$ cat src/rtl/uart_tx.sv
// uart_tx: 8N1 serial transmitter with fractional baud correction
// and idle-line handoff to a secondary UART source.
module uart_tx #(
  parameter int CLK_RATE  = 100 * 10**6,
  parameter int BAUD_RATE = 115200
) (
  input  logic       CLK_I,
  input  logic       RST_NI,
  input  logic       TX_START_I,
  input  logic [7:0] DATA_I,
  output logic       TX_READY_O,
  output logic       TX_DONE_O,
  input  logic       CHANNEL_I,
  input  logic       TX1_I,
  output logic       TX0_O
);

  localparam int SAMPLE_INTERVAL =
    CLK_RATE / BAUD_RATE;
  localparam int REMAINDER_INTERVAL =
    ((CLK_RATE % BAUD_RATE) * 10) / BAUD_RATE;

  localparam int BAUD_W =
    $clog2(SAMPLE_INTERVAL + 1);
  localparam int REM_W =
    (REMAINDER_INTERVAL > 0) ?
    $clog2(REMAINDER_INTERVAL + 1) : 1;

  localparam logic [BAUD_W-1:0] LAST_SHORT =
    BAUD_W'(SAMPLE_INTERVAL - 1);
  localparam logic [BAUD_W-1:0] LAST_LONG =
    BAUD_W'(SAMPLE_INTERVAL);
  // The idle cycle carrying the done pulse is the
  // final cycle of the stop bit, so STOP is one short.
  localparam logic [BAUD_W-1:0] LAST_STOP =
    BAUD_W'(SAMPLE_INTERVAL - 2);
  localparam logic [REM_W-1:0] REM_LOAD =
    REM_W'(REMAINDER_INTERVAL);
  localparam logic [BAUD_W-1:0] BAUD_ONE =
    BAUD_W'(1);
  localparam logic [REM_W-1:0] REM_ONE =
    REM_W'(1);

  typedef enum logic [1:0] {
    IDLE,
    START,
    DATA,
    STOP
  } state_t;

  state_t            state_q, state_d;
  logic              line_q, line_d;
  logic              done_q, done_d;
  logic [7:0]        data_q, data_d;
  logic [2:0]        idx_q, idx_d;
  logic [2:0]        idx_next;
  logic [REM_W-1:0]  rem_q, rem_d;
  logic [BAUD_W-1:0] baud_q, baud_d;
  logic [BAUD_W-1:0] baud_last;
  logic              bit_long;
  logic              bit_end;
  logic              accept;

  assign accept   = TX_START_I && !CHANNEL_I;
  assign bit_long = (rem_q != '0);
  assign idx_next = idx_q + 3'd1;

  // Pick the terminal count of the current bit.
  always_comb begin
    baud_last = LAST_SHORT;
    unique case (1'b1)
      (state_q == STOP): baud_last = LAST_STOP;
      bit_long:          baud_last = LAST_LONG;
      default:           baud_last = LAST_SHORT;
    endcase
  end

  assign bit_end = (baud_q == baud_last);

  // Next-state, line level and counter updates.
  always_comb begin
    state_d = state_q;
    line_d  = line_q;
    done_d  = 1'b0;
    data_d  = data_q;
    idx_d   = idx_q;
    rem_d   = rem_q;
    baud_d  = baud_q;

    if (state_q != IDLE) begin
      if (bit_end) begin
        baud_d = '0;
        if (bit_long)
          rem_d = rem_q - REM_ONE;
      end else begin
        baud_d = baud_q + BAUD_ONE;
      end
    end

    unique case (state_q)
      IDLE: begin
        if (accept) begin
          state_d = START;
          line_d  = 1'b0;
          data_d  = DATA_I;
          idx_d   = '0;
          rem_d   = REM_LOAD;
          baud_d  = '0;
        end
      end
      START: begin
        if (bit_end) begin
          state_d = DATA;
          line_d  = data_q[0];
          idx_d   = '0;
        end
      end
      DATA: begin
        if (bit_end) begin
          if (idx_q == 3'd7) begin
            state_d = STOP;
            line_d  = 1'b1;
          end else begin
            idx_d  = idx_next;
            line_d = data_q[idx_next];
          end
        end
      end
      STOP: begin
        if (bit_end) begin
          state_d = IDLE;
          line_d  = 1'b1;
          done_d  = 1'b1;
        end
      end
      default: begin
        state_d = IDLE;
        line_d  = 1'b1;
      end
    endcase
  end

  // State and datapath registers.
  always_ff @(posedge CLK_I or negedge RST_NI) begin
    if (!RST_NI) begin
      state_q <= IDLE;
      line_q  <= 1'b1;
      done_q  <= 1'b0;
      data_q  <= '0;
      idx_q   <= '0;
      rem_q   <= '0;
      baud_q  <= '0;
    end else begin
      state_q <= state_d;
      line_q  <= line_d;
      done_q  <= done_d;
      data_q  <= data_d;
      idx_q   <= idx_d;
      rem_q   <= rem_d;
      baud_q  <= baud_d;
    end
  end

  assign TX_READY_O = (state_q == IDLE);
  assign TX_DONE_O  = done_q;
  assign TX0_O =
    (state_q == IDLE && CHANNEL_I) ?
    TX1_I : line_q;

endmodule

$ cat config.mk
export PLATFORM = sky130hd
export DESIGN_NAME = uart_tx
export DESIGN_NICKNAME = d
export VERILOG_FILES = /design/src/rtl/uart_tx.sv
export SDC_FILE = /design/constraint.sdc
export NUM_CORES = 1
export LEC_CHECK = 0
export CAP_MARGIN = 10
export CORE_MARGIN = 4
export CORE_UTILIZATION = 40
export CTS_CLUSTER_DIAMETER = 150
export CTS_CLUSTER_SIZE = 10
export DETAILED_ROUTE_END_ITERATION = 7
export MAX_ROUTING_LAYER = met4
export PLACE_DENSITY = 0.59
export SYNTH_ARGS = -nofsm -noshare
export SYNTH_HDL_FRONTEND = slang
export SYNTH_SLANG_ARGS = --single-unit
$ cat constraint.sdc
create_clock -name CLK_I -period 3.2 [get_ports CLK_I]
set_input_delay 0.48 -clock CLK_I [delete_from_list [all_inputs] [get_ports CLK_I]]
set_output_delay 0.48 -clock CLK_I [all_outputs]
set_load 0.005 [all_outputs]
# Yosys cells after proc, flatten, opt, wreduce, memory -nomap -nowiden
# Index checks and enable logic that the tools add are counted.
totals:
  ff_bits: 26
  inputBits: 13
  elab_cells: 64
classes:
  addsub: 3
  n_eq_ne: 11
  n_lt_le_gt_ge: 1
  n_mux: 32
  n_reduce_logical: 10
ops:
  columns: ["op", "count"]
  rows:
  - ["10-bit 2-to-1 mux", 4]
  - ["1-bit 2-to-1 mux", 14]
  - ["3-bit 2-to-1 mux", 4]
  - ["10-bit by 1-bit adder with 10-bit output (second input constant)", 1]
  - ["10-bit equality test", 1]
  - ["2-bit 2-to-1 mux", 5]
  - ["2-bit != test (second input constant)", 5]
  - ["5-bit AND reduction", 2]
  - ["3-bit one-hot mux with 3 select lines", 1]
  - ["2-bit one-hot mux with 4 select lines", 1]
  - ["3-bit one-hot mux with 2 select lines", 1]
  - ["2-bit equality test (second input constant)", 2]
  - ["3-bit by 4-bit less-than comparator with 1-bit output (second input constant)", 1]
  - ["1-bit one-hot mux with 4 select lines", 1]
  - ["4-bit AND reduction", 1]
  - ["3-bit by 1-bit adder with 3-bit output (second input constant)", 1]
  - ["1-bit binary-select mux with 3-bit select", 1]
  - ["3-bit equality test (second input constant)", 1]
  - ["3-bit nonzero test", 1]
  - ["2-bit by 1-bit equality test with 1-bit output (second input constant)", 1]
  - ["1-bit logical AND", 2]
  - ["2-bit zero test", 1]
  - ["2-bit by 1-bit != test with 1-bit output (second input constant)", 1]
  - ["2-bit AND reduction", 1]
  - ["other kinds (3)", 3]

# Longest topological paths before layout
logic_depth:
  ltp_word: 7
  depth_mapped: 7
  mapped_depth_nobuf: 6

# Worst setup path after synthesis
# No wires, ideal clock.
synth_timing:
  path_type: "register -> register"
  startpoint: "register state_q[0]"
  endpoint: "register idx_q[0]"
  path_slack_ns: 0.891
  period_less_slack_ns: 2.309
  arrival_ns: 2.184
  path_stages_with_launch: 7
  cell_sequence: "dfrtp_1 -> ha_1 -> or4b_1 -> o311ai_2 -> nand4_2 -> a221oi_2 -> mux2_4"
synth_between:
  elab_chain_len: 5
synth_lines:
  columns: ["item", "line_no", "rtl"]
  rows:
  - ["start: declaration", "51", "state_t state_q, state_d;"]
  - ["start signal: assignment", "154", "state_q <= state_d;"]
  - ["2-bit equality test", "72", "(state_q == STOP): baud_last = LAST_STOP;"]
  - ["3-bit one-hot mux with 2 select lines", "71", "unique case (1'b1)"]
  - ["10-bit equality test", "78", "assign bit_end = (baud_q == baud_last);"]
  - ["2-bit != test (no line)", null, null]
  - ["5-bit AND reduction (no line)", null, null]
  - ["end signal: assignment", "158", "idx_q <= idx_d;"]
  - ["end: declaration", "55", "logic [2:0] idx_q, idx_d;"]
# Parallel ways exist; a longest one is shown, timed or not.
# A chain may end at the register's enable or synchronous reset.

# Worst setup path in the final report
layout_timing:
  startpoint: "register state_q[0]"
  endpoint: "output port TX0_O"
layout_between:
  elab_chain_len: 3
layout_lines:
  columns: ["item", "line_no", "rtl"]
  rows:
  - ["2-bit zero test", "167", "(state_q == IDLE && CHANNEL_I) ?"]
  - ["1-bit logical AND", "167", null]
  - ["1-bit 2-to-1 mux", "167", null]
  - ["end: declaration", "15", "output logic TX0_O"]
# Every way passes these cells.

==> impl_results.md <==
- Run status: completed
- DR pass1 iterations: 4
- Clock-pin slew on the worst setup and hold paths: 0.14 ns
- Top cell type's share of synthesized area: 43.7%
- Final Skew: 0.00200 ns
- First-pass GRT wire length: 4.60 mm
- CORE AREA: 0.00339 sq mm
- Comb pwr share: 45.2%
- Crit-path max cell delay: 0.50 ns
- Commonest register cell after synthesis: dfrtp_1
- Synth Net Count: 147
- CP Data Required Time: 2.72 ns
- Largest family of logic cells by synthesized area: simple AND/OR/NAND/NOR gates
- Filler cell count: 298
- Max-slew violation count: 0
- Reg2reg start: state_q[0]
- Period minus WS final: 2.56 ns
- Critical path class: register to output pin
- Switch Pwr: 0.548 mW
- I/O pin count: 16
- Routed WL: 2.66 mm
- Final Instance Area: 0.00169 sq mm
- Port buffer count: 15
- Remaining DRCs: 0
- CTS Sinks: 26
- Top cell type by total area after synthesis: dfrtp_1
- Worst Hold Class: input port to async pin
- Final Net Count: 165
- PwrDens: 884 mW/mm^2
- Simple-gate share of the synthesized area: 16.2%
- Vias per inst: 5.32
- Largest net degree at the start of global routing: 27
- Num CTS Buffers: 3
- Sequential Power Share: 39.7%
- Period utilization: 80.2%
- Vias in the first global route: 973
- Die area: 0.00460 sq mm
- Critical path's slowest cell: clkdlybuf4s50_1
- P_int: 0.942 mW
- Detailed Route Iter0 Violations: 50
- Max Fclk: 390 MHz
- Compound-Gate Fraction of Synth Area: 13.1%
- Cell area after synthesis: 0.00143 sq mm
- Count of different cell masters after synthesis: 38
- Detailed placement HPWL: 1.96 mm
- Worst setup SP type: register
- Worst R2R Setup Slack: 0.75 ns
- CTS resizes: 0
- Pleak: 0.725 nW
- Routed vias: 1011
- Seq/Total Area, Yosys: 45.5%
- Xor and xnor area share after synthesis: 1.84%
- Switching Share: 36.8%
- H-tree depth: 1
- Placer Congestion: 0.770
- Die width: 67.8 microns
- Postcts setup bufs: 0
- Flops & latches, synth: 26
- Post-synthesis adder-cell area fraction: 6.12%
- Pin slew with the least headroom to its limit: 1.09 ns
- GR Overflow Total: 0
- Crit-path cells: inv_1 -> ha_1 -> nand2_1 -> mux2_2 -> clkdlybuf4s50_1
- Critical Path Sink Type: output pin
- Layout cells sized above 1: 16.7%
- Setup violators final: 0
- Routed Antenna Nets: 0
- Cell Rows: 21
- Warnings from Yosys: 0
- Total negative slack: 0 ns
- Wire length per cell: 14.0 microns
- Root buffer cell: clkbuf_4
- Final Hold Fails: 0
- Area of placed instances: 0.00163 sq mm
- Hold-fix buffers, CTS: 0
- Initial antenna violation count: 0
- # diodes: 0
- FFs w/ async S/R, synth: 100%
- Clock group share of total power: 15.1%
- Critical R2R Capture: idx_q[0]
- Mux contribution to synthesized area: 15.0%
- Number of synthesized flops with an enable pin: 0
- Clk_lat worst skew: 0.32 ns
- Hold WS: 0.507 ns
- Worst-path fanout max: 10
- GRT Total Usage: 13.7%
- Slew headroom: 27.3%
- CTS tree: built
- RSZ-0062 raised after global routing: no
- Cells after Synth: 127
- Die H: 67.8 microns
- Area growth syn-to-layout: 17.8%
- Max VDD drop: 0.331 mV
- Clock buffer depth: 2
- Initial Util: 42.2%
- Maxcap violations: 0
- Arrival @ worst endpoint: 2.08 ns
- Mean post-synth cell area: 11.3 sq um
- Largest cells by area after synthesis: dfrtp_1, mux2_2, ha_1
- Cell count of the worst reg-to-reg path: 6
[cells in the mapped netlist (2+ instances only)]
| cell type | number |
|---|---|
| inv_1 | 5 |
| mux2i_1 | 2 |
| nand3b_1 | 2 |
| o21ai_0 | 2 |
| dfrtp_1 | 25 |
| nor3_1 | 4 |
| xnor2_1 | 2 |
| nand2b_1 | 4 |
| nor3b_1 | 3 |
| nor2_1 | 6 |
| mux2_2 | 12 |
| nand3_1 | 4 |
| a31oi_1 | 5 |
| a21oi_1 | 6 |
| nand2_1 | 8 |
| mux4_2 | 2 |
| and3_1 | 2 |
| ha_1 | 7 |
| a22o_1 | 3 |
| or4b_1 | 2 |
| clkbuf_1 | 2 |
| nor2b_1 | 3 |
[through the flow]
stage / power (mW) / setup WS [ns] / util, % / instances
after global routing: 1.62 / 0.346 / 49.8 / 190
final: 1.49 / 0.635 / 49.8 / 190
after CTS: 1.50 / 0.608 / 49.8 / 190
after global placement: 1.26 / 0.817 / 48.2 / 186
after floorplan: 1.10 / 0.891 / - / 127
after detailed placement: 1.28 / 0.761 / 48.2 / 186
[power groups by stage]
stage	Clock, mW	Sequential (mW)	Combinational [mW]
floorplan	0	0.559	0.541
global placement	0	0.596	0.663
detailed placement	0	0.600	0.675
CTS	0.234	0.591	0.679
global route	0.248	0.615	0.758
finish	0.226	0.592	0.673
[state kept, by name, indices dropped and copies added (netlist names)]
name and cells:
bit_long 1, line_q 1, data_q 8, state_q 2
idx_q 3, baud_q 10, TX_DONE_O 1
[layout by cell type, fill, tap and decap left out, types with 2 or more instances in the layout]
cell type        Yosys  routed
a21oi_1              6       6
a22o_1               3       3
a31oi_1              5       5
and3_1               2       2
clkbuf_4             0       3
clkdlybuf4s50_1      0      15
dfrtp_1             25      25
ha_1                 7       7
inv_1                5       5
mux2_2              12      12
mux2i_1              2       2
mux4_2               2       2
nand2_1              8       8
nand2b_1             4       4
nand3_1              4       4
nand3b_1             2       2
nor2_1               6       6
nor2b_1              3       3
nor3_1               4       4
nor3b_1              3       3
o21ai_0              2       2
or4b_1               2       2
xnor2_1              2       2
[logic make-up (layout without fill, tap and decap cells)]
logic type	Yosys count	after routing
xor+xnor	3	3
simple gates	41	41
fa+ha+maj	7	7
buf+inv	8	25
flops	26	26
compound gates	25	25
mux	17	17
[routing by layer]
metal / global-route usage, % / up-vias / wire (microns)
met5: - / - / 0
met4: 5.21 / 0 / 24
met3: 2.46 / 2 / 59
met2: 20.8 / 11 / 1310
met1: 18.5 / 489 / 1270
li1: - / 509 / -
[how the worst max path moves through the flow]
| stage | start | end | slack (ns) |
|---|---|---|---|
| 6_report | state_q[0] | TX0_O | 0.64 |
| 5_1_grt | state_q[0] | baud_q[5] | 0.35 |
| 4_1_cts | state_q[1] | TX0_O | 0.61 |
| 3_5_place_dp | state_q[0] | idx_q[0] | 0.76 |
| 3_3_place_gp | state_q[0] | idx_q[0] | 0.82 |
| 2_1_floorplan | state_q[0] | idx_q[0] | 0.89 |
[critical path, delay by kind of cell (launching register included)]
family,cells,cell delay (ns)
buffers and inverters,2,0.59
flip-flops,1,0.44
multiplexers,1,0.23
AND/OR/NAND/NOR,1,0.10
adder cells (fa/ha/maj),1,0.40
[final cells by class]
cell class	instances	area, sq um	share of cell area [%]
Timing Repair Buffer	16	158	9.35
Clock buffer	3	22.5	1.34
Sequential cell	26	652	38.6
Multi-Input combinational cell	93	748	44.4
Tap cell	46	57.6	3.41
Clock inverter	1	30.0	1.78
Inverter	5	18.8	1.11
(Power assumes the default switching activity.)
